===== src/rtl/ranc_packet_pkg.sv =====
// Shared packet layout and output-stage encoding for the spike output path.
package ranc_packet_pkg;

  // Field widths of a spike packet {dx, dy, axon, tick}.
  localparam int DX_W     = 9;
  localparam int DY_W     = 9;
  localparam int AXON_W   = 8;
  localparam int TICK_W   = 4;
  localparam int PACKET_W = DX_W + DY_W + AXON_W + TICK_W;

  // Bit offsets of each field (LSB position).
  localparam int TICK_LSB = 0;
  localparam int AXON_LSB = TICK_LSB + TICK_W;
  localparam int DY_LSB   = AXON_LSB + AXON_W;
  localparam int DX_LSB   = DY_LSB + DY_W;

  typedef struct packed {
    logic [DX_W-1:0]   dx;
    logic [DY_W-1:0]   dy;
    logic [AXON_W-1:0] axon;
    logic [TICK_W-1:0] tick;
  } spike_packet_t;

  // Output register state: empty or holding a packet for the router.
  typedef enum logic {
    OUT_EMPTY = 1'b0,
    OUT_FULL  = 1'b1
  } out_state_e;

endpackage


===== src/rtl/spike_fifo_mem.sv =====
// Register-array storage for the spike FIFO: synchronous write, asynchronous read.
module spike_fifo_mem #(
  parameter int DEPTH = 16,
  parameter int WIDTH = 30
) (
  input  logic                     clk,
  input  logic                     wr_en,
  input  logic [$clog2(DEPTH)-1:0] wr_addr,
  input  logic [WIDTH-1:0]         wr_data,
  input  logic [$clog2(DEPTH)-1:0] rd_addr,
  output logic [WIDTH-1:0]         rd_data
);

  logic [WIDTH-1:0] mem [DEPTH];

  // Write port.
  // NOTE: the array is deliberately not reset; pointers define which entries are
  // valid, so clearing the storage would only add reset fan-out for no benefit.
  always_ff @(posedge clk) begin
    if (wr_en) mem[wr_addr] <= wr_data;
  end

  assign rd_data = mem[rd_addr];

endmodule


===== src/rtl/spike_packet_out_buffer.sv =====
// Buffers spike packets from the neuron grid and hands them to the router
// through a registered output stage, with grid backpressure and drop status.
module spike_packet_out_buffer
  import ranc_packet_pkg::*;
#(
  parameter int DEPTH        = 16,
  parameter int FULL_MARGIN  = 2,
  parameter int PACKET_WIDTH = PACKET_W
) (
  input  logic                     clk,
  input  logic                     reset_n,
  input  logic [PACKET_WIDTH-1:0]  packet_in,
  input  logic                     packet_in_valid,
  output logic                     local_buffers_full,
  output logic [PACKET_WIDTH-1:0]  packet_out,
  output logic                     packet_out_valid,
  input  logic                     packet_out_ready,
  output logic                     buffer_empty,
  output logic                     overflow,
  output logic [7:0]               drop_count,
  output logic [$clog2(DEPTH):0]   occupancy,
  input  logic                     clear_status
);

  localparam int AW    = $clog2(DEPTH);
  localparam int OCC_W = AW + 1;
  localparam logic [OCC_W-1:0] DEPTH_C  = OCC_W'(DEPTH);
  localparam logic [OCC_W-1:0] MARGIN_C = OCC_W'(FULL_MARGIN);

  // Pointers carry one extra wrap bit so full and empty are distinguishable.
  logic [AW:0]             wptr;
  logic [AW:0]             rptr;
  logic [PACKET_WIDTH-1:0] rd_data;

  out_state_e              state;
  out_state_e              state_next;
  logic                    fifo_empty;
  logic                    fifo_full;
  logic                    out_free;
  logic                    pop;
  logic                    bypass;
  logic                    fifo_wr;
  logic                    drop;
  logic                    load;
  logic [PACKET_WIDTH-1:0] load_data;

  assign occupancy        = wptr - rptr;
  assign fifo_empty       = (occupancy == '0);
  assign fifo_full        = (occupancy == DEPTH_C);
  assign packet_out_valid = (state == OUT_FULL);
  assign buffer_empty     = fifo_empty && !packet_out_valid;

  spike_fifo_mem #(
    .DEPTH (DEPTH),
    .WIDTH (PACKET_WIDTH)
  ) u_mem (
    .clk     (clk),
    .wr_en   (fifo_wr),
    .wr_addr (wptr[AW-1:0]),
    .wr_data (packet_in),
    .rd_addr (rptr[AW-1:0]),
    .rd_data (rd_data)
  );

  // Output-stage state register.
  // NOTE: sequential state uses non-blocking assignments so every register
  // samples pre-edge values regardless of block evaluation order.
  always_ff @(posedge clk or negedge reset_n) begin
    if (!reset_n) state <= OUT_EMPTY;
    else          state <= state_next;
  end

  // Next-state and datapath control: reload from FIFO, bypass, write or drop.
  // NOTE: every signal gets a default first so no path leaves it unassigned,
  // which would otherwise infer a latch.
  always_comb begin
    state_next = state;
    out_free   = (state == OUT_EMPTY) || packet_out_ready;
    pop        = 1'b0;
    bypass     = 1'b0;
    fifo_wr    = 1'b0;
    drop       = 1'b0;
    load       = 1'b0;
    load_data  = rd_data;

    if (out_free) begin
      if (!fifo_empty) begin
        pop        = 1'b1;
        load       = 1'b1;
        load_data  = rd_data;
        state_next = OUT_FULL;
      end else if (packet_in_valid) begin
        bypass     = 1'b1;
        load       = 1'b1;
        load_data  = packet_in;
        state_next = OUT_FULL;
      end else begin
        state_next = OUT_EMPTY;
      end
    end

    // A same-cycle pop frees a slot, so a write into a full FIFO still lands.
    if (packet_in_valid && !bypass) begin
      if (!fifo_full || pop) fifo_wr = 1'b1;
      else                   drop    = 1'b1;
    end
  end

  // FIFO pointers.
  always_ff @(posedge clk or negedge reset_n) begin
    if (!reset_n) begin
      wptr <= '0;
      rptr <= '0;
    end else begin
      if (fifo_wr) wptr <= wptr + 1'b1;
      if (pop)     rptr <= rptr + 1'b1;
    end
  end

  // Output register: holds steady until the router accepts it.
  always_ff @(posedge clk or negedge reset_n) begin
    if (!reset_n)  packet_out <= '0;
    else if (load) packet_out <= load_data;
  end

  // Registered backpressure, sized to cover the grid's stall latency.
  always_ff @(posedge clk or negedge reset_n) begin
    if (!reset_n) local_buffers_full <= 1'b0;
    else          local_buffers_full <= ((DEPTH_C - occupancy) <= MARGIN_C);
  end

  // Drop status: a drop in the same cycle as a clear takes priority.
  always_ff @(posedge clk or negedge reset_n) begin
    if (!reset_n) begin
      overflow   <= 1'b0;
      drop_count <= '0;
    end else if (drop) begin
      overflow <= 1'b1;
      if (clear_status)               drop_count <= 8'd1;
      else if (drop_count != 8'hFF)   drop_count <= drop_count + 8'd1;
    end else if (clear_status) begin
      overflow   <= 1'b0;
      drop_count <= '0;
    end
  end

endmodule

===== config.mk =====
export PLATFORM = sky130hd
export DESIGN_NAME = spike_packet_out_buffer
export DESIGN_NICKNAME = d
export VERILOG_FILES = /design/src/rtl/ranc_packet_pkg.sv /design/src/rtl/spike_fifo_mem.sv /design/src/rtl/spike_packet_out_buffer.sv
export SDC_FILE = /design/constraint.sdc
export NUM_CORES = 1
export LEC_CHECK = 0
export ABC_CLOCK_PERIOD_IN_PS = 7000
export BUFFER_PORTS_ARGS = -buffer_cell sky130_fd_sc_hd__buf_2
export CAP_MARGIN = 10
export CORE_ASPECT_RATIO = 1.5
export CORE_MARGIN = 3
export CORE_UTILIZATION = 61
export DETAILED_ROUTE_END_ITERATION = 8
export PLACE_DENSITY = 0.8
export SYNTH_ARGS = -nofsm -noshare
export SYNTH_HDL_FRONTEND = slang
export SYNTH_SLANG_ARGS = --single-unit

===== constraint.sdc =====
create_clock -name clk -period 7 [get_ports clk]
set_input_delay 1.4 -clock clk [delete_from_list [all_inputs] [get_ports clk]]
set_output_delay 1.4 -clock clk [all_outputs]
set_load 0.005 [all_outputs]

# Yosys cells after proc, flatten, opt, wreduce, memory -nomap -nowiden

Memories as Yosys holds them, arrays and structs flattened.
Index checks and enable logic that the tools add are counted.

Flip-flop bits (word level): 51
Bits in latches: 0
Bits in writable memories: 480
Memory bits (read-only): 0
Input bits: 35
Output and inout port bits: 47
Word-level logic and storage cells: 50
Memories kept: 1

Memories:

| name      | depth | width | read ports | clocked after memory_dff | write ports | RTL line             | source |
|---|---|---|---|---|---|---|---|
| u_mem.mem | 16    | 30    | 1          | 0                        | 1           | spike_fifo_mem.sv:14 | `logic [WIDTH-1:0] mem [DEPTH];` |

$add $sub $neg: 5
Multipliers: 0
Divide/modulo/power cells: 0
Magnitude comparators: 1
Equal/unequal tests: 2
Shift operators: 0
Mux-type cells: 22
Bitwise logic cells: 1
Reductions and logical operators: 11

Operator list:

| cell                                                 | number |
|---|---|
| two-way mux 30 bit                                   | 3 |
| two-way mux 8 bit                                    | 4 |
| two-way mux 1 bit                                    | 15 |
| adder 5 x 1 -> 5 bit (second input constant)         | 2 |
| adder 8 x 1 -> 8 bit (second input constant)         | 1 |
| != test 8 bit (second input constant)                | 1 |
| == test 5 bit (second input constant)                | 1 |
| <= comparator 5 x 2 -> 1 bit (second input constant) | 1 |
| zero test 5 bit                                      | 1 |
| subtractor 5 bit                                     | 1 |
| subtractor 5 bit (first input constant)              | 1 |
| nonzero test 2 bit                                   | 2 |
| zero test 1 bit                                      | 3 |
| logical AND 1 bit                                    | 2 |
| logical OR 1 bit                                     | 2 |
| AND reduction 2 bit                                  | 1 |
| NOT 1 bit                                            | 1 |

# Logic depth before layout (Yosys ltp)

Depth after elaboration: 9
Depth in mapped cells: 14
Gate-level depth less buffers: 14

# Modules after synthesis

Synthesis repeated with hierarchy kept, for this count alone.

Cells, all modules: 1054
Area total of the unflattened synthesis: 21132.8 um^2

By module, submodules not included:

| module                  | times used | cells an instance | area an instance (um^2) | sequential area each (um^2) |
|---|---|---|---|---|
| spike_fifo_mem          | 1          | 755               | 18338.8                 | 14413.8 |
| spike_packet_out_buffer | 1          | 299               | 2793.9                  | 1276.2 |

# Least setup slack after synthesis

Ideal clock, no wire load.

Kind: register to register
Start: reg wptr[0]
End: mem u_mem.mem[0][0], enable pin
Arrival time: 4552 ps
Required time: 6545 ps
Setup slack: 1994 ps
Cell stages (with the launch flop): 14
Buffers on the path: 0
Clock period less this slack: 5006 ps
Cells stage by stage: dfrtp_1 -> inv_1 -> ha_1 -> fa_1 -> nor2b_1 -> o21ai_0 -> nand2b_1 -> xor2_1 -> inv_1 -> ha_1 -> and3b_1 -> a211oi_4 -> nand2_1 -> nor3_1

Cells in the longest elaborated chain, start to end: 9

RTL lines:

| element                                                | RTL line                                                       | source |
|---|---|---|
| start: declaration                                     | spike_packet_out_buffer.sv:31                                  | `logic [AW:0] wptr;` |
| start signal: assignment                               | spike_packet_out_buffer.sv:115                                 | `if (fifo_wr) wptr <= wptr + 1'b1;` |
| subtractor 5 bit (*)                                   | spike_packet_out_buffer.sv:47                                  | `assign occupancy = wptr - rptr;` |
| via occupancy[4]                                       | spike_packet_out_buffer.sv:21                                  | `output logic [$clog2(DEPTH):0] occupancy,` |
| zero test 5 bit                                        | spike_packet_out_buffer.sv:48                                  | `assign fifo_empty = (occupancy == '0);` |
| two-way mux 1 bit                                      | spike_packet_out_buffer.sv:87                                  | `if (!fifo_empty) begin` |
| two-way mux 1 bit                                      | spike_packet_out_buffer.sv:86                                  | `if (out_free) begin` |
| logical OR 1 bit or zero test 1 bit (tied branches)    | spike_packet_out_buffer.sv:104, spike_packet_out_buffer.sv:103 |  |
| two-way mux 1 bit or logical AND 1 bit (tied branches) | spike_packet_out_buffer.sv:104, spike_packet_out_buffer.sv:103 |  |
| two-way mux 1 bit (*)                                  | spike_packet_out_buffer.sv:103                                 | `if (packet_in_valid && !bypass) begin` |
| two-way mux 1 bit (*)                                  | spike_fifo_mem.sv:20                                           | `if (wr_en) mem[wr_addr] <= wr_data;` |
| two-way mux 1 bit (implied by the code) (*)            | spike_fifo_mem.sv:20                                           |  |
| end: declaration                                       | spike_fifo_mem.sv:14                                           |  |

Mark *: on every way through the listed nets, which the timed path passes. The rest lies on a longest branch.

# Final worst setup path

Start: reg rptr[1]
End: out buffer_empty

Cells in the longest elaborated chain, start to end: 3

RTL lines:

| element                  | RTL line                       | source |
|---|---|---|
| start: declaration       | spike_packet_out_buffer.sv:32  | `logic [AW:0] rptr;` |
| start signal: assignment | spike_packet_out_buffer.sv:116 | `if (pop) rptr <= rptr + 1'b1;` |
| subtractor 5 bit         | spike_packet_out_buffer.sv:47  |  |
| zero test 5 bit          | spike_packet_out_buffer.sv:48  |  |
| logical AND 1 bit        | spike_packet_out_buffer.sv:51  | `assign buffer_empty = fifo_empty && !packet_out_valid;` |
| end: declaration         | spike_packet_out_buffer.sv:18  | `output logic buffer_empty,` |

No other way between the ends.

==> impl_metrics.env <==
export IMPL_status="finished, final reports clean"
export IMPL_grt_busiest_layer="met2"
export IMPL_instances_no_fill=1690
export IMPL_cts_root_buf="clkbuf_16"
export IMPL_placed_cell_area_sq_um=21500
export IMPL_via_per_inst=6.69
export IMPL_syn_inst=1154
export IMPL_htreeDepth=2
export IMPL_grt_overflow=0
export IMPL_hold_buffers=0
export IMPL_async_flop_share=0.0960
export IMPL_powerDensity_nw_per_um2=421
export IMPL_yosysMostFrequentCell="edfxtp_1"
export IMPL_antenna_cells=0
export IMPL_cts_buffer_depth=3
export IMPL_fin_skew_ps=13.0
export IMPL_yosys_register_bits=531
export IMPL_synth_top_family_by_area="multiplexers"
export IMPL_fin_crit_ps=4830
export IMPL_synth_compound_area_frac=0.0616
export IMPL_synth_adder_area_share=0.00940
export IMPL_critPathLaunchType="flip-flop"
export IMPL_ys_seq_area_frac=0.756
export IMPL_yosysTopAreaCellShare=0.694
export IMPL_max_freq_mhz=207
export IMPL_drc=0
export IMPL_first_pass_iters=5
export IMPL_portBuffers=81
export IMPL_synth_edf_count=480
export IMPL_antenna_left=0
export IMPL_fp_dieW_um=157
export IMPL_synth_area_sq_um=20800
export IMPL_drt_iter0_markers=1292
export IMPL_area_delta_synth_final_pct=12.1
export IMPL_wl_mm=47.7
export IMPL_synth_commonest_cells="480 x edfxtp_1, 182 x mux2i_1, 90 x o22ai_1"
export IMPL_synth_area_leaders="edfxtp_1 69%, mux2i_1 8.8%, dfrtp_1 6.1%, mux4_2 3.0%, o22ai_1 2.7%"
export IMPL_via_count=11300
export IMPL_initial_core_util=0.621
export IMPL_postCtsSetupRepairBufs=0
export IMPL_postCtsResizedCells=0
export IMPL_yosys_warnings=0
export IMPL_cts_made_buffers=46
export IMPL_dieArea_sq_um=36300
export IMPL_ir_worst_vdd_v=0.000218
export IMPL_grt_max_degree=64
export IMPL_wl_per_cell_um=28.2
export IMPL_dieHeight_um=232
export IMPL_yosys_area_share_simple=0.0228
export IMPL_pin_count=82
export IMPL_worstPathMaxFanout=52
export IMPL_met3_usage=0.0323
export IMPL_use_met2=0.476
export IMPL_antenna_found_initial=0
export IMPL_pre_cts_ws_ps=1890
export IMPL_syn_nets=1204
export IMPL_cts_sinks=531
export IMPL_hp_class="reg2reg"
export IMPL_ys_types=46
export IMPL_path_clk_slew_ps=60
export IMPL_design_area_sq_um=23300
export IMPL_grt_usage=0.267
export IMPL_drive_gt1_frac=0.183
export IMPL_setup_tns_ps=0
export IMPL_dp_cells=1605
export IMPL_setup_viol=0
export IMPL_max_slew_margin_rel=0.187
export IMPL_crit_type="reg2out"
export IMPL_grt_pass1_vias=11800
export IMPL_gp_congestion=0.803
export IMPL_coreArea_sq_um=33400
export IMPL_synth_area_per_cell_sq_um=18.0
export IMPL_worst_slew_pin_slew_ps=1220
export IMPL_critPathRequiredTime_ps=5600
export IMPL_synthMuxAreaShare=0.121
export IMPL_grt_use_met1=0.327
export IMPL_insertion_delay_ps=560
export IMPL_synthXorXnorAreaFrac=0.00591
export IMPL_nFillCells=2043
export IMPL_rows=82
export IMPL_drv_slew=0
export IMPL_leakagePower_nw=8.03
export IMPL_final_nets=1284
export IMPL_endpoint_kind="output port"
export IMPL_hold_viol=0
export IMPL_fin_ws_ps=2170
export IMPL_dp_hpwl_mm=25.9
export IMPL_rsz0062_at_grt="false"
export IMPL_crit_arrival_ps=3430
export IMPL_tritoncts="yes"
export IMPL_yosys_area_top_type="edfxtp_1"
export IMPL_drv_cap=0
export IMPL_grt_pass1_wl_mm=71.6
export IMPL_synth_ff_type="edfxtp_1"
export IMPL_finalCritPeriodShare=0.690
==> where the power goes <==
part / total, mW / internal (mW) / leakage, nW / switching [mW]
Combinational: 2.67 / 1.07 / 2.26 / 1.60
Sequential: 4.23 / 3.90 / 4.93 / 0.336
Clock: 2.89 / 1.76 / 0.843 / 1.13
Total: 9.80 / 6.73 / 8.03 / 3.07
==> metrics by stage <==
stage               utilization  total power, mW  hold slack (ps)
floorplan                     -             6.08              461
global placement          0.644             6.84              475
detailed placement        0.644             6.93              486
CTS                       0.696             9.83              497
global route              0.696             10.2              519
finish                    0.696             9.80              494
==> kinds of logic after synthesis <==
family                   count (synthesis)
AND/OR/NAND/NOR                        102
buffers and inverters                   82
flip-flops                             531
multiplexers                           213
XOR/XNOR                                14
AO/OA/AOI/OAI                          197
adder cells (fa/ha/maj)                 15
==> critical path, cell delays in order (launching register included) <==
cell	delay, ps
dfrtp_4	1030
inv_1	180
ha_1	340
a21o_1	160
a21oi_1	180
xnor2_1	130
nor2_1	190
ha_1	360
nor2b_1	180
buf_2	120
==> metal layers <==
| metal | up-vias | part of all wire |
|---|---|---|
| li1 | 4807 | - |
| met1 | 5748 | 0.34 |
| met2 | 608 | 0.54 |
| met3 | 144 | 0.068 |
| met4 | 0 | 0.047 |
| met5 | - | 0 |
==> state kept, by name (all words and copies together) (netlist names) <==
name and count:
packet_out_valid 1, rptr 5, wptr 5, drop_count 8, packet_out 30, local_buffers_full 1
overflow 1, u_mem.mem 480
==> cell type report <==
| type | count | area, sq um | share of cell area |
|---|---|---|---|
| Clock buffer | 56 | 1250 | 0.0537 |
| Timing Repair Buffer | 98 | 537 | 0.0231 |
| Tap cell | 420 | 526 | 0.0226 |
| Sequential cell | 531 | 15700 | 0.674 |
| Multi-Input combinational cell | 541 | 4720 | 0.203 |
| Inverter | 16 | 60.1 | 0.00258 |
| Clock inverter | 28 | 489 | 0.0210 |
==> final timing paths <==
check	to	slack (ps)	cells after the start	start
worst max-delay path	buffer_empty	2170	9	rptr[1]
worst min-delay path	wptr[4]	490	1	wptr[4]
worst max register to register	u_mem.mem[14][17]	2190	12	rptr[2]
worst min register to register	wptr[4]	490	1	wptr[4]
max in group asynchronous	rptr[1]	5350	2	reset_n
min in group asynchronous	packet_out[5]	1020	2	reset_n
==> placed cells by master (no fill, tap or decap), drive strengths merged, types with 2 or more instances in the layout <==
cell and instances:
a21oi 2, a221oi 30, a31oi 31, buf 98, bufinv 13, clkbuf 56, clkinv 8, clkinvlp 3
dfrtp 51, edfxtp 480, ha 14, inv 20, mux2i 182, mux4 30, nand2 12, nand2b 4
nand3 12, nand4 4, nor2 52, nor2b 5, nor3 6, o21ai 39, o22ai 90, xnor2 7
xor2 7
Power figures use the tool's default switching activity.
